--- config.mk ---
export PLATFORM = sky130hd
export DESIGN_NAME = fifo_depth16
export DESIGN_NICKNAME = d
export VERILOG_FILES = /design/src/rtl/fifo_depth16.sv
export SDC_FILE = /design/constraint.sdc
export NUM_CORES = 1
export LEC_CHECK = 0
export ABC_AREA = 0
export BUFFER_PORTS_ARGS = -buffer_cell sky130_fd_sc_hd__buf_4
export CORE_ASPECT_RATIO = 1.2
export CORE_UTILIZATION = 63
export CTS_BUF_LIST = sky130_fd_sc_hd__clkbuf_4 sky130_fd_sc_hd__clkbuf_8
export DETAILED_ROUTE_END_ITERATION = 8
export GPL_TIMING_DRIVEN = 0
export PLACE_DENSITY = 0.85
export SLEW_MARGIN = 20
export SYNTH_ARGS = -nofsm -noshare
export SYNTH_HDL_FRONTEND = slang
export SYNTH_SLANG_ARGS = --single-unit
--- constraint.sdc ---
create_clock -name clk -period 2.4 [get_ports clk]
set_clock_uncertainty 0.05 [all_clocks]
set_input_delay 0.36 -clock clk [delete_from_list [all_inputs] [get_ports clk]]
set_output_delay 0.36 -clock clk [all_outputs]
set_load 0.1 [all_outputs]
--- src/rtl/fifo_depth16.sv ---
// fifo_depth16: 16-entry synchronous FIFO, register storage, registered 16:1 mux read path.
// Define FIFO_ERR_FLAG_EN to add the sticky o_ovf / o_udf error flags.

module fifo_mux_16_1 #(
  parameter int W = 4
) (
  input  logic [16*W-1:0] din,
  input  logic [3:0]      sel,
  output logic [W-1:0]    dout
);

  always_comb begin
    dout = din[sel*W +: W];
  end

endmodule

module fifo_depth16 #(
  parameter int bw   = 4,
  parameter int simd = 1
) (
  input  logic                 clk,
  input  logic                 reset,
  input  logic                 wr,
  input  logic [simd*bw-1:0]   in,
  input  logic                 rd,
  output logic [simd*bw-1:0]   out,
  output logic                 o_full,
  output logic                 o_empty
`ifdef FIFO_ERR_FLAG_EN
  ,
  output logic                 o_ovf,
  output logic                 o_udf
`endif
);

  localparam int W = simd * bw;

  logic [15:0][W-1:0] mem;
  logic [4:0]         wr_ptr;
  logic [4:0]         rd_ptr;
  logic               push;
  logic               pop;
  logic [W-1:0]       rd_word;

  // Bit 4 of each pointer is the wrap bit that separates full from empty.
  assign o_empty = (wr_ptr == rd_ptr);
  assign o_full  = (wr_ptr[3:0] == rd_ptr[3:0]) && (wr_ptr[4] != rd_ptr[4]);

  assign push = wr && !o_full;
  assign pop  = rd && !o_empty;

  // Storage is never cleared; the pointers alone define what is valid.
  always_ff @(posedge clk) begin
    if (reset && push) begin
      mem[wr_ptr[3:0]] <= in;
    end
  end

  fifo_mux_16_1 #(.W(W)) u_rd_mux (
    .din  (mem),
    .sel  (rd_ptr[3:0]),
    .dout (rd_word)
  );

  always_ff @(posedge clk) begin
    if (!reset) begin
      wr_ptr <= 5'd0;
      rd_ptr <= 5'd0;
      out    <= '0;
    end else begin
      if (push) begin
        wr_ptr <= wr_ptr + 5'd1;
      end
      if (pop) begin
        rd_ptr <= rd_ptr + 5'd1;
        out    <= rd_word;
      end
    end
  end

`ifdef FIFO_ERR_FLAG_EN
  always_ff @(posedge clk) begin
    if (!reset) begin
      o_ovf <= 1'b0;
      o_udf <= 1'b0;
    end else begin
      if (wr && o_full) begin
        o_ovf <= 1'b1;
      end
      if (rd && o_empty) begin
        o_udf <= 1'b1;
      end
    end
  end
`endif

endmodule

==> impl_metrics.yaml, run 1 <==
detailed_routing:
  drt_iter0_drc: 224
  vias_per_cell: 6.352
  avgRoutedWirePerCell_um: 20.01
  ant_nets: 0
  drc: 0
  dr.pass1.iters: 4
  vias: 1912
  wirelength_um: 6022
layout:
  nFillCells: 314
  multi_input_area_um2: 1124
  drive_above_1_share: 0.2282
  syn2layout_area_growth_pct: 13.88
  final_cell_mix: "64 x edfxtp_1, 14 x dfxtp_1, 13 x buf_4"
  layout_commonest_cell: "edfxtp_1"
  seq_area_um2: 2202
  fin_nets: 249
  antenna_cells: 0
setup_path:
  ff2ff_setup_slack_ns: -0.02
  cp_max_fo: 10
  endpoint_kind: "flop"
  startpoint_type: "flop"
  cpPeakStageDelay_ns: 0.90
  critical_path.top_delay_family: "simple AND/OR/NAND/NOR gates"
  reg2reg_depth: 5
  regToRegStartpoint: "rd_ptr[2]"
  crit_chain: "buf_2 -> xnor2_1 -> nand4_1 -> o21ai_4 -> nor4b_1"
  slowest_stage: "nor4b_1"
  reg2reg_to: "mem[26]"
  crit_type: "flop to flop"
  cp_data_arrival_time_ns: 2.34
  critical_path_buf_inv_count: 1
  cp.required_ns: 2.32
pwr:
  p_seq_frac: 0.474
  internal_power_mw: 2.372
  comb_power_share: 0.169
  p_sw_mw: 0.8378
  p_sw_frac: 0.2610
  leakagePower_nw: 1.270
  clkPwrFrac: 0.358
  p_per_area_nw_per_um2: 838.1
  ir_drop_mv: 0.7852
  finalPower_mw: 3.210
synth:
  synth.avg_cell_area_um2: 15.86
  synth_ff_type: "edfxtp_1"
  synth-edff-count: 64
  syn_area_um2: 3363
  ys_warn_count: 0
  ys_async_sr_fraction: 0
  ys_types: 37
  seq_area_frac_synth: 0.6548
  postSynthRegisterBits: 78
  syn_nets: 225
  synthCells: 212
timing:
  drv_slew: 0
  max_freq_ghz: 0.4136
  worst_pin_slew_ns: 1.024
  layout_setup_ws_ns: -0.01791
  rsz0062_at_grt: "yes"
  hold_viol_final: 0
  maxSlewHeadroom: 0.3076
  min_period_ns: 2.418
  finalSetupViolCount: 4
  fin_hold_ws_ns: 0.2703
  fin_crit_sh: 1.007
global_routing:
  grt_pass1_vias: 1829
  grt_max_degree: 17
  grt_pass1_wl_um: 9321
  grt_use_total: 0.2475
  grt_overflow: 0
  antenna_found_initial: 0
clocking:
  clkLatencyLatePin_ns: 0.35
  clock-sinks: 78
  cts_resized: 3
  post_cts_buffers: 0
  cts_tree: "built"
  clkTransAtPathRegs_ns: 0.08
  cts_root_buf: "clkbuf_8"
  cts_hold_buffers: 0
  ctsHtreeMaxLevel: 3
  ctsLongestPathBuffers: 2
  cts_buffers: 9
die:
  rows: 28
  core_um2: 5045
  die_area_um2: 5636
  die_h_um: 82.04
  die_w_um: 68.70
  initial_utilization: 0.6667
  io_pins: 14
hold_path:
  min_to: "rd_ptr[3]"
  min_path_type: "input pin to flop"
  hold_depth: 3
  hp-start: "reset"
status:
  run_status: "complete, but fails checks"
  failed_checks: "negative setup slack"
placement:
  hpwl_um: 4081
  port_buffers: 13
  gp_congestion: 0.9456
flow_run:
  maxCapViolations: 0
cells in the mapped netlist (3+ instances only):
| library cell | instances | area share |
|---|---|---|
| nor4_1 | 4 | 0.0074 |
| clkbuf_1 | 8 | 0.0089 |
| mux2_2 | 8 | 0.027 |
| xnor2_1 | 9 | 0.023 |
| and3_1 | 4 | 0.0074 |
| nor2_1 | 3 | 0.0033 |
| a211oi_1 | 4 | 0.0089 |
| buf_2 | 4 | 0.0060 |
| nor2b_1 | 6 | 0.011 |
| mux4_1 | 8 | 0.062 |
| and4_1 | 4 | 0.010 |
| dfxtp_1 | 14 | 0.083 |
| o211ai_1 | 3 | 0.0067 |
| nor4b_1 | 4 | 0.010 |
| and2_1 | 4 | 0.0074 |
| edfxtp_1 | 64 | 0.57 |
| nand2_1 | 6 | 0.0067 |
| o22ai_1 | 4 | 0.0074 |
| nand2b_1 | 6 | 0.011 |
| a211o_1 | 4 | 0.010 |
| nor3_1 | 9 | 0.013 |
| mux4_2 | 4 | 0.027 |
| ha_1 | 5 | 0.019 |
| nand3_1 | 4 | 0.0060 |
layout make-up:
type / count / share of cell area
flip-flops and latches: 78 / 0.5750
multi-input cells: 118 / 0.2934
clock buffers: 10 / 0.03430
clock inverters: 6 / 0.02875
repair buffers: 13 / 0.02548
plain buffers: 14 / 0.02156
well taps: 60 / 0.01960
inverters: 2 / 0.001960
routing by layer:
layer,routed length [µm],global-route usage,vias to the layer above
li1,-,-,886
met1,2447,0.3084,956
met2,3122,0.4088,54
met3,256,0.05556,16
met4,195,0.1143,0
met5,0,0,-
worst min-delay path, stage by stage:
cell and delay, ns:
buf_4 0.13, nand2b_1 0.07, o31ai_1 0.06
power by group through the flow:
stage | Sequential [mW] | Clock, mW | Combinational [mW]
global route | 1.53 | 1.21 | 0.577
floorplan | 1.66 | 0 | 0.296
CTS | 1.52 | 1.16 | 0.542
detailed placement | 1.55 | 0 | 0.533
finish | 1.52 | 1.15 | 0.541
global placement | 1.55 | 0 | 0.523
state kept, by name, indices dropped and copies added (netlist names):
signal  cells
mem        64
out         4
rd_ptr      5
wr_ptr      5
worst max-delay path by stage:
stage / start / end / depth (start not counted)
finish: rd_ptr[2] / mem[26] / 5
global route: rd_ptr[2] / mem[49] / 6
CTS: rd_ptr[2] / mem[0] / 6
detailed placement: rd_ptr[2] / mem[21] / 6
global placement: rd_ptr[2] / mem[9] / 6
floorplan: rd_ptr[2] / o_empty / 4
stage by stage:
stage	std cells	cell area (µm²)	setup WS [ns]	setup TNS, ns	util
6_report	301	3830	-0.01791	-0.07018	0.7592
3_3_place_gp	285	3536	-0.1430	-2.336	0.7009
2_1_floorplan	212	3363	-0.1308	-0.2617	-
4_1_cts	301	3797	-0.1822	-2.675	0.7527
5_1_grt	301	3830	-0.1200	-2.250	0.7592
3_5_place_dp	285	3536	-0.2469	-4.341	0.7009
logic make-up (layout without fill, tap and decap cells):
family	after synthesis	in the layout	share of synthesized area
and+or+nand+nor	57	57	0.1004
buffers and inverters	16	45	0.02642
DFF	78	78	0.6548
muxes	22	22	0.1220
xor gates and xnor gates	10	10	0.02604
adders and majority gates	5	5	0.01860
AOI/OAI and AO/OA	24	24	0.05171
(Power assumes the default switching activity.)
==> run 2: changes to the inputs <==
- SYNTH_HIERARCHICAL: not set -> 1
==> run 2 against run 1 <==
  * The run now ends clean
  * Global-route usage down 1.5 points
  * Utilization down 2.0 points
  * Power about the same
  * Synthesized cell count rose by 5.2%
  * Sequential cell count is the same
  * Count of clock-buffer cells in the layout is the same
  * Fmax increased by 3.8%
  * Setup slack better by 0.089 ns
  * First-iteration DRC count shrank 12%
  * Critical path type unchanged
==> impl_metrics.yaml, run 2 <==
setup_path:
  regToRegStartpoint: "rd_ptr[3]"
  endpoint_kind: "flop"
  reg2reg_to: "mem[3]"
  cp_data_arrival_time_ns: 2.24
  cp_max_fo: 11
  crit_end: "mem[3]"
  ff2ff_setup_slack_ns: 0.07
  crit_type: "flop to flop"
  reg2reg_depth: 4
  cp.required_ns: 2.31
  crit_start: "rd_ptr[3]"
  startpoint_type: "flop"
detailed_routing:
  avgRoutedWirePerCell_um: 19.65
  dr.pass1.iters: 4
  vias_per_cell: 6.315
  drt_iter0_drc: 197
  ant_nets: 0
  vias: 1983
  wirelength_um: 6171
  drc: 0
synth:
  synthCells: 223
  synth_top_family_by_area: "multiplexers"
  synth_ff_type: "edfxtp_1"
  synth-edff-count: 64
  yosysMostFrequentCell: "edfxtp_1"
  ys_async_sr_fraction: 0
  synth_commonest_cells: "64 x edfxtp_1, 28 x nand2_1, 14 x dfxtp_1, 14 x mux4_1, 11 x mux2i_1"
  synthMuxAreaShare: 0.1514
  syn_area_um2: 3453
  yosys-top-cells-area: "edfxtp_1 56%, mux4_1 11%, dfxtp_1 8.1%"
  yosysTopAreaCell: "edfxtp_1"
  synth_compound_area_frac: 0.03949
  synth.avg_cell_area_um2: 15.49
  seq_area_frac_synth: 0.6377
  netlist.area_leader.share: 0.5565
  synthAdderAreaFrac: 0.01812
  syn_nets: 236
  synth-simple-area-share: 0.1043
  synth_xor_area_frac: 0.01739
  ys_types: 34
  postSynthRegisterBits: 78
  ys_warn_count: 6
layout:
  antenna_cells: 0
  largest_reg_flops: 64
  layout_commonest_cell: "edfxtp_1"
  final_cell_area_um2: 3918
  drive_above_1_share: 0.2063
  fin_nets: 260
  final_cell_mix: "64 x edfxtp_1, 28 x nand2_1, 14 x buf_4, 14 x mux4_1, 13 x dfxtp_1"
  syn2layout_area_growth_pct: 13.44
timing:
  worst_pin_slew_ns: 0.9015
  max_freq_ghz: 0.4293
  fin_crit_sh: 0.9705
  finalSetupViolCount: 0
  maxSlewHeadroom: 0.3935
  drv_slew: 0
  rsz0062_at_grt: "yes"
  hold_viol_final: 0
  min_period_ns: 2.329
clocking:
  ctsLongestPathBuffers: 2
  cts_tree: "built"
  ctsHtreeMaxLevel: 3
  cts_buffers: 9
  cts_root_buf: "clkbuf_8"
  post_cts_buffers: 0
  clkLatencyLatePin_ns: 0.34
  clock-sinks: 78
  clkTransAtPathRegs_ns: 0.09
hold_path:
  min_path_type: "input pin to flop"
placement:
  dpl-instance-area_um2: 3633
  port_buffers: 13
  hpwl_um: 4262
  gp_congestion: 0.8624
global_routing:
  grt_use_total: 0.2326
  grt_pass1_vias: 1940
  grt_max_degree: 17
  grt_overflow: 0
  grt_pass1_wl_um: 9735
  antenna_found_initial: 0
die:
  die_area_um2: 5783
  die_h_um: 83.11
  io_pins: 14
  initial_utilization: 0.6519
  die_w_um: 69.59
  core_um2: 5298
  rows: 29
pwr:
  p_per_area_nw_per_um2: 819.5
  finalPower_mw: 3.210
  leakagePower_nw: 1.284
  ir_drop_mv: 0.6528
flow_run:
  maxCapViolations: 0
status:
  run_status: "completed"
==> run 2: cell count changes in the layout (fill, tap and decap cells not counted), moves of 5 or more <==
cell / delta
nand2_1: +22
mux2i_1: +9
mux2_2: -8
inv_1: +6
mux4_1: +6
nand3_1: +6
nand4_1: +5
xnor2_1: -5
==> run 2: routing by layer <==
layer	track usage	up-vias	share of wire	routed length (µm)
li1	-	926	-	-
met1	0.2912	956	0.39	2415
met2	0.3733	82	0.52	3202
met3	0.06068	19	0.053	330
met4	0.1224	0	0.036	223
met5	0	-	0	0
==> run 2: final cells by class <==
cell class | count | area, µm²
plain buffers | 11 | 78.83
clock buffers | 10 | 137.6
clock inverters | 6 | 91.34
fillers | 311 | 1380
inverters | 8 | 30.03
multi-input cells | 126 | 1201
flip-flops and latches | 78 | 2203
well taps | 62 | 77.57
repair buffers | 13 | 97.59
==> run 2: through the flow <==
step | cells | TNS (ns) | hold slack (ns) | setup slack (ns) | utilization
detailed placement | 298 | -0.6586 | 0.4060 | -0.1070 | 0.6859
finish | 314 | 0 | 0.2774 | 0.07082 | 0.7395
global placement | 298 | 0 | 0.3952 | 0.00006795 | 0.6859
floorplan | 223 | 0 | 0.4089 | 0.2133 | -
CTS | 314 | -0.0006177 | 0.2613 | -0.0006177 | 0.7357
global route | 314 | -0.5658 | 0.2718 | -0.06085 | 0.7395
==> run 2: worst min path at each step <==
stage                       from      end  cells past startpoint
after floorplan            in[0]   mem[0]                      0
after global placement    out[1]   out[1]                      2
after detailed placement  out[0]   out[0]                      2
after CTS                  in[0]  mem[40]                      1
after global routing       in[3]  mem[39]                      1
final                      in[3]  mem[39]                      1
==> run 2: cell families (layout without fill, tap and decap cells) <==
family,Yosys count,in the layout
XOR/XNOR,6,6
multiplexers,27,27
AND/OR/NAND/NOR,73,73
flip-flops,78,78
AO/OA/AOI/OAI,15,15
buffers and inverters,19,48
adder cells (fa/ha/maj),5,5
==> run 2: critical path: stages (launching register included) <==
cell and delay [ns]:
dfxtp_1 0.55, xnor2_1 0.14, nand4_1 0.27, o21ai_4 0.16, nor4_1 0.78
==> run 2: report_power, final <==
group	internal (mW)	total [mW]	switching, mW
registers	1.49	1.52	0.0274
logic	0.224	0.594	0.371
clock network	0.621	1.10	0.477
total	2.34	3.21	0.875
==> run 2: repair_timing <==
item | 4_1_cts | 5_1_grt
hold buffers | 0 | 0
endpoints found under the setup margin | 18 | 54
resized for setup | 6 | 4
==> run 3: changes to the inputs <==
- CORE_UTILIZATION: 63 -> 65
- PLACE_DENSITY: 0.85 -> 0.83
- clock period: 2.4 -> 3 ns (I/O delays scaled with it)
==> run 3 against run 2 <==
  * Die area fell by 3.0%
  * Clock power down 23%
  * Sequential cell count unchanged
  * Sequential power shrank 20%
  * Combinational power down 22%
  * Sequential share of layout area rose by 1.1 points
  * First-iteration DRC count shrank 50%
  * Power fell by 21%
  * Global-route usage is 3.2 points higher
==> impl_metrics.yaml, run 3 (synthesis results as in run 2) <==
setup_path:
  cp.required_ns: 2.91
  endpoint_kind: "flop"
  cp_max_fo: 13
  startpoint_type: "flop"
  cpPeakStageDelay_ns: 0.71
  cp_data_arrival_time_ns: 2.43
  crit_chain: "xnor2_1 -> nand4_1 -> o21ai_2 -> buf_2 -> nor4_1"
  slowest_stage: "nor4_1"
  crit_type: "flop to flop"
detailed_routing:
  vias_per_cell: 6.426
  wirelength_um: 6483
  ant_nets: 0
  drt_iter0_drc: 99
  vias: 2005
  avgRoutedWirePerCell_um: 20.78
  drc: 0
  dr.pass1.iters: 4
pwr:
  leakagePower_nw: 1.277
  ir_drop_mv: 0.5770
  finalPower_mw: 2.525
  p_per_area_nw_per_um2: 657.2
timing:
  fin_tns_setup_ns: 0
  rsz0062_at_grt: "no"
  max_freq_ghz: 0.3978
  worst_pin_slew_ns: 1.025
  drv_slew: 0
  fin_crit_sh: 0.8380
  maxSlewHeadroom: 0.3104
  hold_viol_final: 0
  min_period_ns: 2.514
  finalSetupViolCount: 0
global_routing:
  grt_use_total: 0.2648
  grt_pass1_wl_um: 9784
  top_usage_layer: "met2"
  met2_usage: 0.4392
  antenna_found_initial: 0
  met1_usage: 0.3151
  grt_pass1_vias: 1902
  grt_max_degree: 17
  grt_overflow: 0
  grt_use_met3: 0.07917
die:
  core_um2: 5010
  initial_utilization: 0.6893
  die_h_um: 81.85
  rows: 28
  io_pins: 14
  die_area_um2: 5610
  die_w_um: 68.54
clocking:
  cts_tree: "built"
  cts_root_buf: "clkbuf_8"
  cts_buffers: 9
  cts_resized: 0
  ctsHtreeMaxLevel: 3
  post_cts_buffers: 0
  ctsLongestPathBuffers: 2
  clock-sinks: 78
  clkLatencyLatePin_ns: 0.34
  clkTransAtPathRegs_ns: 0.09
  cts_hold_buffers: 0
layout:
  largest_reg_flops: 64
  layout_commonest_cell: "edfxtp_1"
  antenna_cells: 0
  fin_nets: 260
  final_cell_area_um2: 3842
  drive_above_1_share: 0.1627
  syn2layout_area_growth_pct: 11.27
  final_cell_mix: "64 x edfxtp_1, 28 x nand2_1, 14 x buf_4, 14 x dfxtp_1, 14 x mux4_1"
  nFillCells: 294
placement:
  hpwl_um: 4467
  gp_congestion: 0.7960
  port_buffers: 13
  dpl-instance-area_um2: 3626
flow_run:
  maxCapViolations: 0
hold_path:
  min_path_type: "input pin to flop"
status:
  run_status: "completed"
[run 3: metrics by stage]
stage | util | worst slack (ns) | hold WS [ns] | cells
final | 0.7670 | 0.4861 | 0.3693 | 312
after global routing | 0.7670 | 0.2058 | 0.3657 | 312
after CTS | 0.7670 | 0.4482 | 0.3506 | 312
after detailed placement | 0.7238 | 0.4858 | 0.3991 | 296
after global placement | 0.7238 | 0.6635 | 0.3932 | 296
after floorplan | - | 0.3041 | 0.4373 | 223
[run 3: report_power, final]
part | internal (mW) | switching, mW | total (mW) | leakage [nW]
logic | 0.177 | 0.288 | 0.465 | 0.472
registers | 1.19 | 0.0239 | 1.22 | 0.690
clock network | 0.477 | 0.367 | 0.844 | 0.114
total | 1.85 | 0.679 | 2.53 | 1.28
[run 3: final cells by class]
type,instances,area [µm²],share of cell area
plain buffers,11,78.83,0.02051
clock buffers,10,131.4,0.03419
clock inverters,6,85.08,0.02214
inverters,8,30.03,0.007815
multi-input cells,126,1142,0.2973
flip-flops and latches,78,2202,0.5731
well taps,60,75.07,0.01954
repair buffers,13,97.59,0.02540
[run 3: worst max-delay path: cells and delay by family, from the launching register on]
family	cells	cell delay, ns
AO/OA/AOI/OAI	1	0.18
flip-flops	1	0.61
XOR/XNOR	1	0.15
buffers and inverters	1	0.24
AND/OR/NAND/NOR	2	0.89
[run 3: worst paths after layout]
check                 start       to  slack, ns  cells after the start
hold / removal        in[1]  mem[33]       0.37                      1
setup / recovery  rd_ptr[2]  mem[39]       0.49                      5
hold reg to reg      out[0]   out[0]       0.41                      2
setup reg to reg  rd_ptr[2]  mem[39]       0.49                      5
[run 3: per-layer routing]
| layer | vias to the layer above | routed length (µm) | share of wire |
|---|---|---|---|
| met5 | - | 0 | 0 |
| met4 | 0 | 150 | 0.023 |
| met3 | 10 | 408 | 0.063 |
| met2 | 82 | 3430 | 0.53 |
| met1 | 983 | 2494 | 0.38 |
| li1 | 930 | - | - |
